### config.mk
export PLATFORM = sky130hd
export DESIGN_NAME = bitstream_fetch_ctrl
export DESIGN_NICKNAME = d
export VERILOG_FILES = /design/src/rtl/bitstream_fetch_ctrl.sv
export SDC_FILE = /design/constraint.sdc
export NUM_CORES = 1
export LEC_CHECK = 0
export ABC_AREA = 1
export CORE_UTILIZATION = 35
export DETAILED_ROUTE_END_ITERATION = 7
export PLACE_DENSITY_LB_ADDON = 0.15
export SLEW_MARGIN = 15
export SYNTH_ARGS = -nofsm -noshare
export SYNTH_HDL_FRONTEND = slang
export SYNTH_SLANG_ARGS = --single-unit
### constraint.sdc
create_clock -name clk -period 14.7 [get_ports clk]
set_input_delay 2.94 -clock clk [delete_from_list [all_inputs] [get_ports clk]]
set_output_delay 2.94 -clock clk [all_outputs]
set_load 0.005 [all_outputs]
### src/rtl/bitstream_fetch_ctrl.sv
// Refill controller for the parser bit window: fetches 32-bit stream words into a ring
// indexed by word address and presents a registered 32-bit MSB-first window at pc.
module bitstream_fetch_ctrl #(
  parameter int BUF_WORDS = 4,
  parameter int ADDR_W    = 24
) (
  input  logic                         clk,
  input  logic                         reset_n,
  input  logic [31:0]                  pc,
  output logic                         mem_req,
  output logic [ADDR_W-1:0]            mem_addr,
  input  logic                         mem_ack,
  input  logic [31:0]                  mem_rdata,
  output logic [31:0]                  bits_window,
  output logic                         window_valid,
  output logic                         parser_stall,
  output logic [$clog2(BUF_WORDS):0]   fill_level,
  output logic [1:0]                   state_dbg
);

  localparam int CNT_W = $clog2(BUF_WORDS) + 1;
  localparam int PTR_W = $clog2(BUF_WORDS);

  localparam logic [1:0] S_IDLE      = 2'd0;
  localparam logic [1:0] S_REQ       = 2'd1;
  localparam logic [1:0] S_REQ_STALE = 2'd2;

  // Handshake: mem_req stays high with mem_addr frozen until the cycle mem_ack is
  // sampled high at a rising edge; mem_rdata is taken in that same cycle.

  logic [1:0]        state, state_n;
  logic [26:0]       base_word;
  logic [CNT_W-1:0]  count;
  logic [31:0]       ring [BUF_WORDS];

  logic [26:0]       pw;
  logic [4:0]        pb;
  logic [26:0]       fetch_word;
  logic              in_range;
  logic              take;
  logic [CNT_W-1:0]  count_post;
  logic [PTR_W-1:0]  tail_idx, idx0, idx1;
  logic [31:0]       word0, word1, win_next;
  logic              win_ok;
  logic              req_n;
  logic [ADDR_W-1:0] addr_n;

  assign pw         = pc[31:5];
  assign pb         = pc[4:0];
  assign fetch_word = base_word + 27'(count);
  assign in_range   = (pw >= base_word) && (pw <= fetch_word);
  // A flush in REQ discards the data arriving in the same cycle.
  assign take       = (state == S_REQ) && mem_ack && in_range;
  assign count_post = in_range ? (CNT_W'(fetch_word - pw) + CNT_W'(take)) : '0;

  // Eviction leaves fetch_word unchanged, so the tail slot is the pre-update one.
  assign tail_idx = fetch_word[PTR_W-1:0];
  assign idx0     = pw[PTR_W-1:0];
  assign idx1     = idx0 + PTR_W'(1);
  assign word0    = (take && (tail_idx == idx0)) ? mem_rdata : ring[idx0];
  assign word1    = (take && (tail_idx == idx1)) ? mem_rdata : ring[idx1];
  assign win_ok   = count_post >= CNT_W'(2);
  assign win_next = (word0 << pb) | (word1 >> (6'd32 - {1'b0, pb}));

  always_comb begin
    state_n = state;
    req_n   = mem_req;
    addr_n  = mem_addr;
    case (state)
      S_IDLE: begin
        if (count_post < CNT_W'(BUF_WORDS)) begin
          state_n = S_REQ;
          req_n   = 1'b1;
          addr_n  = ADDR_W'(pw + 27'(count_post));
        end
      end
      S_REQ, S_REQ_STALE: begin
        if (mem_ack) begin
          if (count_post < CNT_W'(BUF_WORDS)) begin
            state_n = S_REQ;
            req_n   = 1'b1;
            addr_n  = ADDR_W'(pw + 27'(count_post));
          end else begin
            state_n = S_IDLE;
            req_n   = 1'b0;
          end
        end else if (!in_range) begin
          state_n = S_REQ_STALE;
        end
      end
      default: begin
        state_n = S_IDLE;
        req_n   = 1'b0;
      end
    endcase
  end

  always_ff @(posedge clk or negedge reset_n) begin
    if (!reset_n) begin
      state        <= S_IDLE;
      base_word    <= '0;
      count        <= '0;
      mem_req      <= 1'b0;
      mem_addr     <= '0;
      bits_window  <= '0;
      window_valid <= 1'b0;
    end else begin
      state     <= state_n;
      base_word <= pw;
      count     <= count_post;
      mem_req   <= req_n;
      mem_addr  <= addr_n;
      window_valid <= win_ok;
      if (win_ok) bits_window <= win_next;
    end
  end

  always_ff @(posedge clk) begin
    if (take) ring[tail_idx] <= mem_rdata;
  end

  assign parser_stall = ~window_valid;
  assign fill_level   = count;
  assign state_dbg    = state;

endmodule
# == Yosys cells after proc, flatten, opt, wreduce, memory -nomap -nowiden ==
# Memories as Yosys holds them, arrays and structs flattened.
# Cells that the tools add are included.
# op_classes
addsub,6
order_cmp,4
eq_ne,7
shift,2
mux,17
bitwise,2
reduce_logical,11
# op_table
cell,count
$mux 32,2
$mux 24,2
$pmux 24 s2,1
$or 32x32->32,1
$shl 32x5->32,1
$shr 32x6->32,1
$add 27x3->27,1
$ge 27x27->1,1
$le 27x27->1,1
$add 24x3->24,1
$mux 1,6
$mux 2,3
$reduce_and 2->1,3
$sub 6x5->6 const A,1
$logic_and 1x1->1,5
$eq 2x2->1,2
$ne 2x2->1 const B,2
$pmux 2 s2,1
$add 3x1->3,1
$ge 3x2->1 const B,1
$lt 3x3->1 const B,1
$mux 3,1
$ne 3x3->1 const B,1
$sub 3x3->3,1
other kinds (8),8
# word_totals
ff_bits,90
ram_bits,128
inputBits,67
out_inout_bits,64
word_cells,57
n_memories,1
# mem_list
memory,words,word_bits,read_ports,rd_ports_with_merged_regs,wr,line,text
ring,4,32,2,0,1,34,logic [31:0] ring [BUF_WORDS];

# == Longest topological paths before layout ==
# Gate-level depths: netlist of the first run.
# logic_depth
ltp_word,10
depth_mapped,48
depth_no_buf,48

# == Worst setup path before layout of the first run ==
# OpenSTA, ideal clock, no wires.
# synth_path
kind,input port to flip-flop
from,input pc[5]
to,register mem_addr[19]
setup_time_ps,126
t_arrival_ps,7760
required_ps,14574
setup_slack_ps,6814
cell_stages,31
path_buffers,3
path_cell_list,buf_6 > clkinv_1 > buf_2 > buf_1 > ha_1 > nand2_1 > nor4b_2 > nand3_1 > nand2_2 > nand3_4 > ha_1 > inv_1 > ha_1 > fa_1 > xnor2_1 > xnor2_1 > nand2_1 > inv_2 > ha_1 > nand3_1 > and2_1 > inv_1 > nand3_1 > nand3b_1 > nor2_1 > nand3_1 > nor3b_1 > nand3_1 > nor3_1 > a21o_1 > o21ai_0
# synth_between
elab_chain_cells,9
word_cells_on_any_way,12
cone_classes,3 x add/sub; 3 x order compare; 4 x mux; 2 x reduce/logical
# synth_rtl
item,line,text
"start, declared",9,"input logic [31:0] pc,"
$ge 27x27->1 or $le 27x27->1 (tied branches),51,assign in_range = (pw >= base_word) && (pw <= fetch_word);
$logic_and 1x1->1,51,
$logic_and 1x1->1,53,assign take = (state == S_REQ) && mem_ack && in_range;
$add 3x1->3,54,assign count_post = in_range ? (CNT_W'(fetch_word - pw) + CNT_W'(take)) : '0;
$mux 3 (*),54,
net count_post[2],41,logic [CNT_W-1:0] count_post;
$add 24x3->24 or $lt 3x3->1 (tied branches),n/a,
$mux 24 (*),"71, 79",
$mux 24,78,if (mem_ack) begin
$pmux 24 s2 (*),69,case (state)
"end signal, assigned",112,mem_addr <= addr_n;
"end, declared",11,"output logic [ADDR_W-1:0] mem_addr,"
# The timed path passes the listed nets; every way through them passes the cells marked *. The select of a mux whose other input is x is not followed.
# A chain may end at the register's enable or synchronous reset.

# == Worst setup path in the final report of the first run ==
# layout_path
from,register count[0] (netlist: fill_level[0])
to,register mem_addr[20]
# layout_between
elab_chain_cells,10
word_cells_on_any_way,12
cone_classes,4 x add/sub; 2 x order compare; 4 x mux; 2 x reduce/logical
# layout_rtl
item,line,text
"start, declared",33,logic [CNT_W-1:0] count;
"start signal, assigned",110,count <= count_post;
$add 27x3->27 (*),50,assign fetch_word = base_word + 27'(count);
$le 27x27->1,51,
$logic_and 1x1->1,51,
$logic_and 1x1->1,53,
$add 3x1->3,54,
$mux 3 (*),54,
net count_post[2],41,
$add 24x3->24 or $lt 3x3->1 (tied branches),n/a,
$mux 24 (*),"71, 79",
$mux 24,78,
$pmux 24 s2 (*),69,
# Marked as above.

==> results of run 1 <==
[area by class of cell]
class | instances | area, sq um | area share
inverters | 222 | 836 | 0.0453
well taps | 600 | 751 | 0.0407
repair buffers | 153 | 1460 | 0.0791
flip-flops and latches | 218 | 6100 | 0.330
multi-input cells | 1637 | 8580 | 0.465
clock inverters | 13 | 83.8 | 0.00454
clock buffers | 32 | 652 | 0.0353
[placed cells by master (no fill, tap or decap), drive strengths merged, types with 5 or more instances in the layout]
| cell | n |
|---|---|
| nand4 | 25 |
| a311oi | 5 |
| o22ai | 14 |
| a32o | 5 |
| nand3b | 8 |
| clkdlybuf4s50 | 126 |
| dfrtp | 90 |
| buf | 27 |
| o221ai | 13 |
| or2 | 17 |
| xnor2 | 10 |
| nand2 | 537 |
| xor2 | 37 |
| nor3 | 18 |
| o211ai | 10 |
| ha | 67 |
| a21oi | 69 |
| clkbuf | 32 |
| clkinv | 16 |
| a21o | 5 |
| a32oi | 10 |
| o21a | 10 |
| nor4 | 6 |
| nor2 | 133 |
| o21ai | 89 |
| nand3 | 527 |
| inv | 218 |
| edfxtp | 128 |
[critical path: cells and delay by family (launching register included)]
| kind | cells | cell delay [ns] |
|---|---|---|
| AOI/OAI and AO/OA | 3 | 0.40 |
| adders and majority gates | 7 | 2.05 |
| buffers and inverters | 3 | 0.16 |
| DFF | 1 | 0.39 |
| xor gates and xnor gates | 4 | 0.70 |
| and+or+nand+nor | 26 | 4.34 |
[cell families after synthesis]
logic type               synth area share
XOR/XNOR                           0.0257
flip-flops                          0.380
buffers and inverters              0.0865
adder cells (fa/ha/maj)            0.0561
AO/OA/AOI/OAI                      0.0906
AND/OR/NAND/NOR                     0.361
[path summary, 6_finish.rpt]
kind                                  endpoint     startpoint  slack, ns  cells after the start
worst min register to register     mem_addr[1]    mem_addr[1]       0.48                      2
worst min-delay path               mem_addr[1]    mem_addr[1]       0.48                      2
worst max-delay path              mem_addr[20]  fill_level[0]       6.62                     43
min in group asynchronous         mem_addr[16]        reset_n       2.34                      1
max in group asynchronous       bits_window[2]        reset_n      11.21                      2
worst max register to register    mem_addr[20]  fill_level[0]       6.62                     43
[where the power goes]
group,switching (uW),total (uW),internal [uW]
logic,498,856,359
registers,59.4,810,750
clock network,255,583,328
[layer usage]
metal | share of wire | track usage | up-vias
li1 | - | - | 7596
met1 | 0.48 | 0.344 | 7509
met2 | 0.44 | 0.357 | 538
met3 | 0.067 | 0.0333 | 66
met4 | 0.018 | 0.0488 | 0
met5 | 0 | 0 | -
[per-stage QoR]
| step | util | hold WS [ns] | instance area [sq um] |
|---|---|---|---|
| after detailed placement | 0.391 | 0.467 | 17700 |
| after global routing | 0.408 | 0.495 | 18500 |
| after floorplan | - | 0.472 | 16000 |
| after global placement | 0.391 | 0.462 | 17700 |
| final | 0.408 | 0.478 | 18500 |
| after CTS | 0.408 | 0.481 | 18500 |
[flip-flops by register name, indices dropped and copies added, names as in the netlist]
register      cells
base_word        27
bits_window      32
fill_level        3
mem_addr         24
mem_req           1
ring            128
state_dbg         2
window_valid      1
==> run_results.csv, run 1 <==
group,metric,value,unit
status,status,"completed",
clocking,path_clk_slew,0.06,ns
drt,dr_total_vias,15700,
clocking,cts_hold_buf,0,
yosys,synth_edf_count,128,
yosys,synth_most_common_cell,"nand2_1",
worst_setup_path,max_stage_delay,0.44,ns
drt,drt_iter0_markers,1531,
timing,grt_setup_unrepaired,"no",
final_layout,instances_no_fill,2875,
final_layout,antenna_cells,0,
power_and_ir_drop,pwr_density_cell,122,mW/mm^2
final_layout,drive_above_1_share,0.0453,
worst_setup_path,critPathKind,"register to register",
floorplan,die_h,216,microns
clocking,clk_path_buf_depth,3,
yosys,synth-seq-cells,218,
timing,skew,0.0168,ns
grt,antenna_found_initial,0,
drt,drc_errors,0,
place,place.gp.congestion,0.954,
grt,grt_overflow,0,
drt,firstDrtPassIters,6,
power_and_ir_drop,finalPower,2250,uW
timing,setup_slack,6.62,ns
timing,max_freq,0.124,GHz
timing,maxSlewViolCount,0,
yosys,syn_nets,2334,
floorplan,io_pins,131,
grt,grt_max_degree,84,
floorplan,initial_core_util,0.354,
timing,hold_violations,0,
final_layout,fin_nets,2394,
final_layout,fillers,4728,
grt,grtUsageTotal,0.233,
worst_setup_path,slowest_stage,"nor3_1",
yosys,syn_area,0.0160,sq mm
power_and_ir_drop,leakage,0.00821,uW
clocking,postCtsSetupBuffers,0,
drt,vias_per_cell,5.46,
floorplan,rows,78,
timing,tightest_slew,1.17,ns
worst_setup_path,crit_path_start_kind,"register",
worst_setup_path,crit_arrival,8.57,ns
timing,relSlewSlack,0.218,
clocking,clock_latency,0.56,ns
final_layout,area_delta_synth_final,15.1,%
worst_setup_path,critPathMaxFanout,5,
floorplan,die_area,0.0466,sq mm
timing,fin_crit,8.08,ns
grt,grt_pass1_vias,14700,
clocking,numCtsBuffers,25,
drt,ant_nets,0,
run,cap_violations,0,
timing,setup_viol,0,
worst_setup_path,critPathMostFrequentCell,"nand2_1",
yosys,synth_cell_types,55,
yosys,synth_top_area_share,0.240,
yosys,synthTopCellsByArea,"edfxtp_1 24%, nand3_1 16%, dfrtp_1 14%",
place,dp_worst_setup_slack,6.24,ns
yosys,synth_largest_area_cell,"edfxtp_1",
timing,min_period_over_period,0.549,
place,hpwl,40200,microns
clocking,cts.sinks,218,
yosys,netlist_top_cells_count,"534 x nand2_1, 524 x nand3_1, 211 x inv_1, 128 x edfxtp_1, 125 x nor2_1",
yosys,syn_area_per_cell,7.29,sq um
clocking,tritoncts,"done",
clocking,htreeDepth,1,
clocking,cts_resized,0,
yosys,synthArstFlopShare,0.413,
worst_setup_path,required,15.19,ns
yosys,synthCells,2197,
hold_path,hp-class,"register to register",
grt,grt_pass1_wl,85900,microns
drt,post_drt_wl_per_cell,19.1,microns
place,place_inst,2830,
worst_setup_path,endpoint_kind,"register",
yosys,synth_warnings,0,
yosys,synth_ff_type,"edfxtp_1",
clocking,cts_root_buf,"clkbuf_16",
drt,wirelength,55000,microns
power_and_ir_drop,irDropWorstVdd,0.0785,mV
yosys,ys_seq_area_frac,0.380,
place,port-buffer-count,130,
timing,fin_tns_setup,0,ns
floorplan,die_x,216,microns
floorplan,core,0.0453,sq mm
Power figures use the tool's default switching activity.
==> run 2: changes to the inputs <==
Clock period 14.7 ns to 7.3 ns, I/O delays scaled along.
==> run_results.csv, run 2 (synthesis results as in run 1) <==
group,metric,value,unit
timing,skew,0.0167,ns
final_layout,largest_register_ffs,128,
floorplan,die_x,216,microns
grt,grtUsageTotal,0.238,
run,cap_violations,0,
worst_setup_path,slowest_stage,"fa_2",
worst_setup_path,required,7.82,ns
power_and_ir_drop,power.clock.fraction,0.296,
floorplan,initial_core_util,0.354,
place,hpwl,41200,microns
clocking,path_clk_slew,0.06,ns
power_and_ir_drop,seq_power_share,0.336,
power_and_ir_drop,pwr_density_cell,253,mW/mm^2
final_layout,final_cell_mix,"530 x nand2_1, 520 x nand3_1, 206 x inv_1, 128 x edfxtp_1, 126 x clkdlybuf4s50_1",
worst_setup_path,critPathKind,"register to register",
worst_setup_path,endpoint_kind,"register",
drt,ant_nets,0,
worst_setup_path,cp_num_buf_inv,6,
power_and_ir_drop,p_sw,1690,uW
timing,setup_viol,0,
clocking,numCtsBuffers,27,
drt,dr_total_vias,15900,
final_layout,mostFrequentLayoutCell,"nand2_1",
timing,setup_slack,0.272,ns
drt,vias_per_cell,5.45,
timing,max_freq,0.142,GHz
grt,grt_pass1_wl,87600,microns
grt,grt_pass1_vias,15300,
timing,grt_setup_unrepaired,"yes",
timing,hold_violations,0,
worst_setup_path,cp_top_family,"simple AND/OR/NAND/NOR gates",
hold_path,hp-class,"register to register",
power_and_ir_drop,p_int,3160,uW
drt,wirelength,56200,microns
worst_setup_path,max_stage_delay,0.39,ns
worst_setup_path,crit_arrival,7.54,ns
clocking,clk_path_buf_depth,3,
floorplan,io_pins,131,
timing,fin_crit,7.03,ns
power_and_ir_drop,irDropWorstVdd,0.178,mV
clocking,cts.sinks,218,
worst_setup_path,critPathMaxFanout,3,
final_layout,fin_nets,2435,
final_layout,area_delta_synth_final,19.4,%
drt,post_drt_wl_per_cell,19.2,microns
final_layout,antenna_cells,0,
power_and_ir_drop,switching_share,0.348,
clocking,clock_latency,0.58,ns
timing,tightest_slew,1.11,ns
final_layout,drive_above_1_share,0.0806,
power_and_ir_drop,power_frac_comb,0.368,
clocking,cts_hold_buf,0,
drt,firstDrtPassIters,6,
place,port-buffer-count,130,
floorplan,core,0.0453,sq mm
power_and_ir_drop,leakage,0.00855,uW
timing,min_period_over_period,0.963,
grt,grt_overflow,0,
drt,drc_errors,0,
clocking,htreeDepth,1,
floorplan,die_h,216,microns
drt,drt_iter0_markers,1505,
clocking,tritoncts,"done",
place,place.gp.congestion,0.944,
final_layout,finalCoreUtilization,0.423,
floorplan,rows,78,
timing,maxSlewViolCount,0,
grt,grt_max_degree,89,
timing,relSlewSlack,0.260,
final_layout,regMostFlops,"ring",
status,status,"completed",
floorplan,die_area,0.0466,sq mm
grt,antenna_found_initial,1,
clocking,cts_root_buf,"clkbuf_16",
worst_setup_path,crit_path_start_kind,"register",
final_layout,reg_top3,"ring (128), bits_window (32), base_word (27)",
worst_setup_path,critPathMostFrequentCell,"nand2_1",
place,dp_worst_setup_slack,-0.0807,ns
[run 2: changes by cell type in the layout (fill, tap and decap cells not counted), sizes merged]
cell,delta
clkinv,-5
buf,+39
bufinv,+3
clkbuf,+5
inv,+2
[run 2: worst register-to-register path: cells and delay by family (launching register included)]
| family | cells | cell delay [ns] |
|---|---|---|
| AO/OA/AOI/OAI | 3 | 0.24 |
| XOR/XNOR | 4 | 0.63 |
| adder cells (fa/ha/maj) | 7 | 1.92 |
| buffers and inverters | 6 | 0.39 |
| flip-flops | 1 | 0.36 |
| AND/OR/NAND/NOR | 29 | 3.43 |
[run 2: worst paths after layout]
path                          startpoint        endpoint  slack (ns)  depth (start not counted)
max                        fill_level[0]    mem_addr[23]        0.27                         49
min                         mem_addr[16]    mem_addr[16]        0.48                          2
max reg2reg                fill_level[0]    mem_addr[23]        0.27                         49
min reg2reg                 mem_addr[16]    mem_addr[16]        0.48                          2
max in group asynchronous        reset_n  bits_window[4]        5.34                          2
min in group asynchronous        reset_n    mem_addr[16]        0.85                          1
[run 2: cell type report]
type	count	area (sq um)
fill	4671	26100
clock inverter	13	183
multi-input combinational	1637	8750
clock buffer	37	773
sequential	218	6100
inverter	222	836
tap	600	751
timing repair buffer	192	1750
[run 2: power by group through the flow]
stage               sequential [uW]  combinational [uW]  clock [uW]
floorplan                      1640                 956           0
global placement               1650                1740           0
detailed placement             1660                1740           0
CTS                            1640                1760        1470
global route                   1650                1990        1510
finish                         1630                1780        1440
[run 2: stage by stage]
step / hold WS (ns) / setup TNS [ns] / area (sq um) / power [uW] / std cells
2_1_floorplan: 0.472 / 0 / 16000 / 2600 / 2197
3_3_place_gp: 0.471 / 0 / 17900 / 3390 / 2857
3_5_place_dp: 0.469 / -0.0807 / 17900 / 3400 / 2857
4_1_cts: 0.485 / 0 / 18900 / 4860 / 2910
5_1_grt: 0.502 / -1.02 / 19100 / 5160 / 2919
6_report: 0.484 / 0 / 19100 / 4850 / 2919
[run 2: layer usage]
metal / part of all wire / GRT usage
met5: 0.00021 / 0
met4: 0.020 / 0.0528
met3: 0.063 / 0.0299
met1: 0.47 / 0.346
met2: 0.45 / 0.376
[run 2: what timing repair did]
item | CTS | global route
pin swaps | 9 | 33
gates resized for setup | 6 | 34
setup endpoints to repair | 1 | 19
buffers inserted | 3 | 9
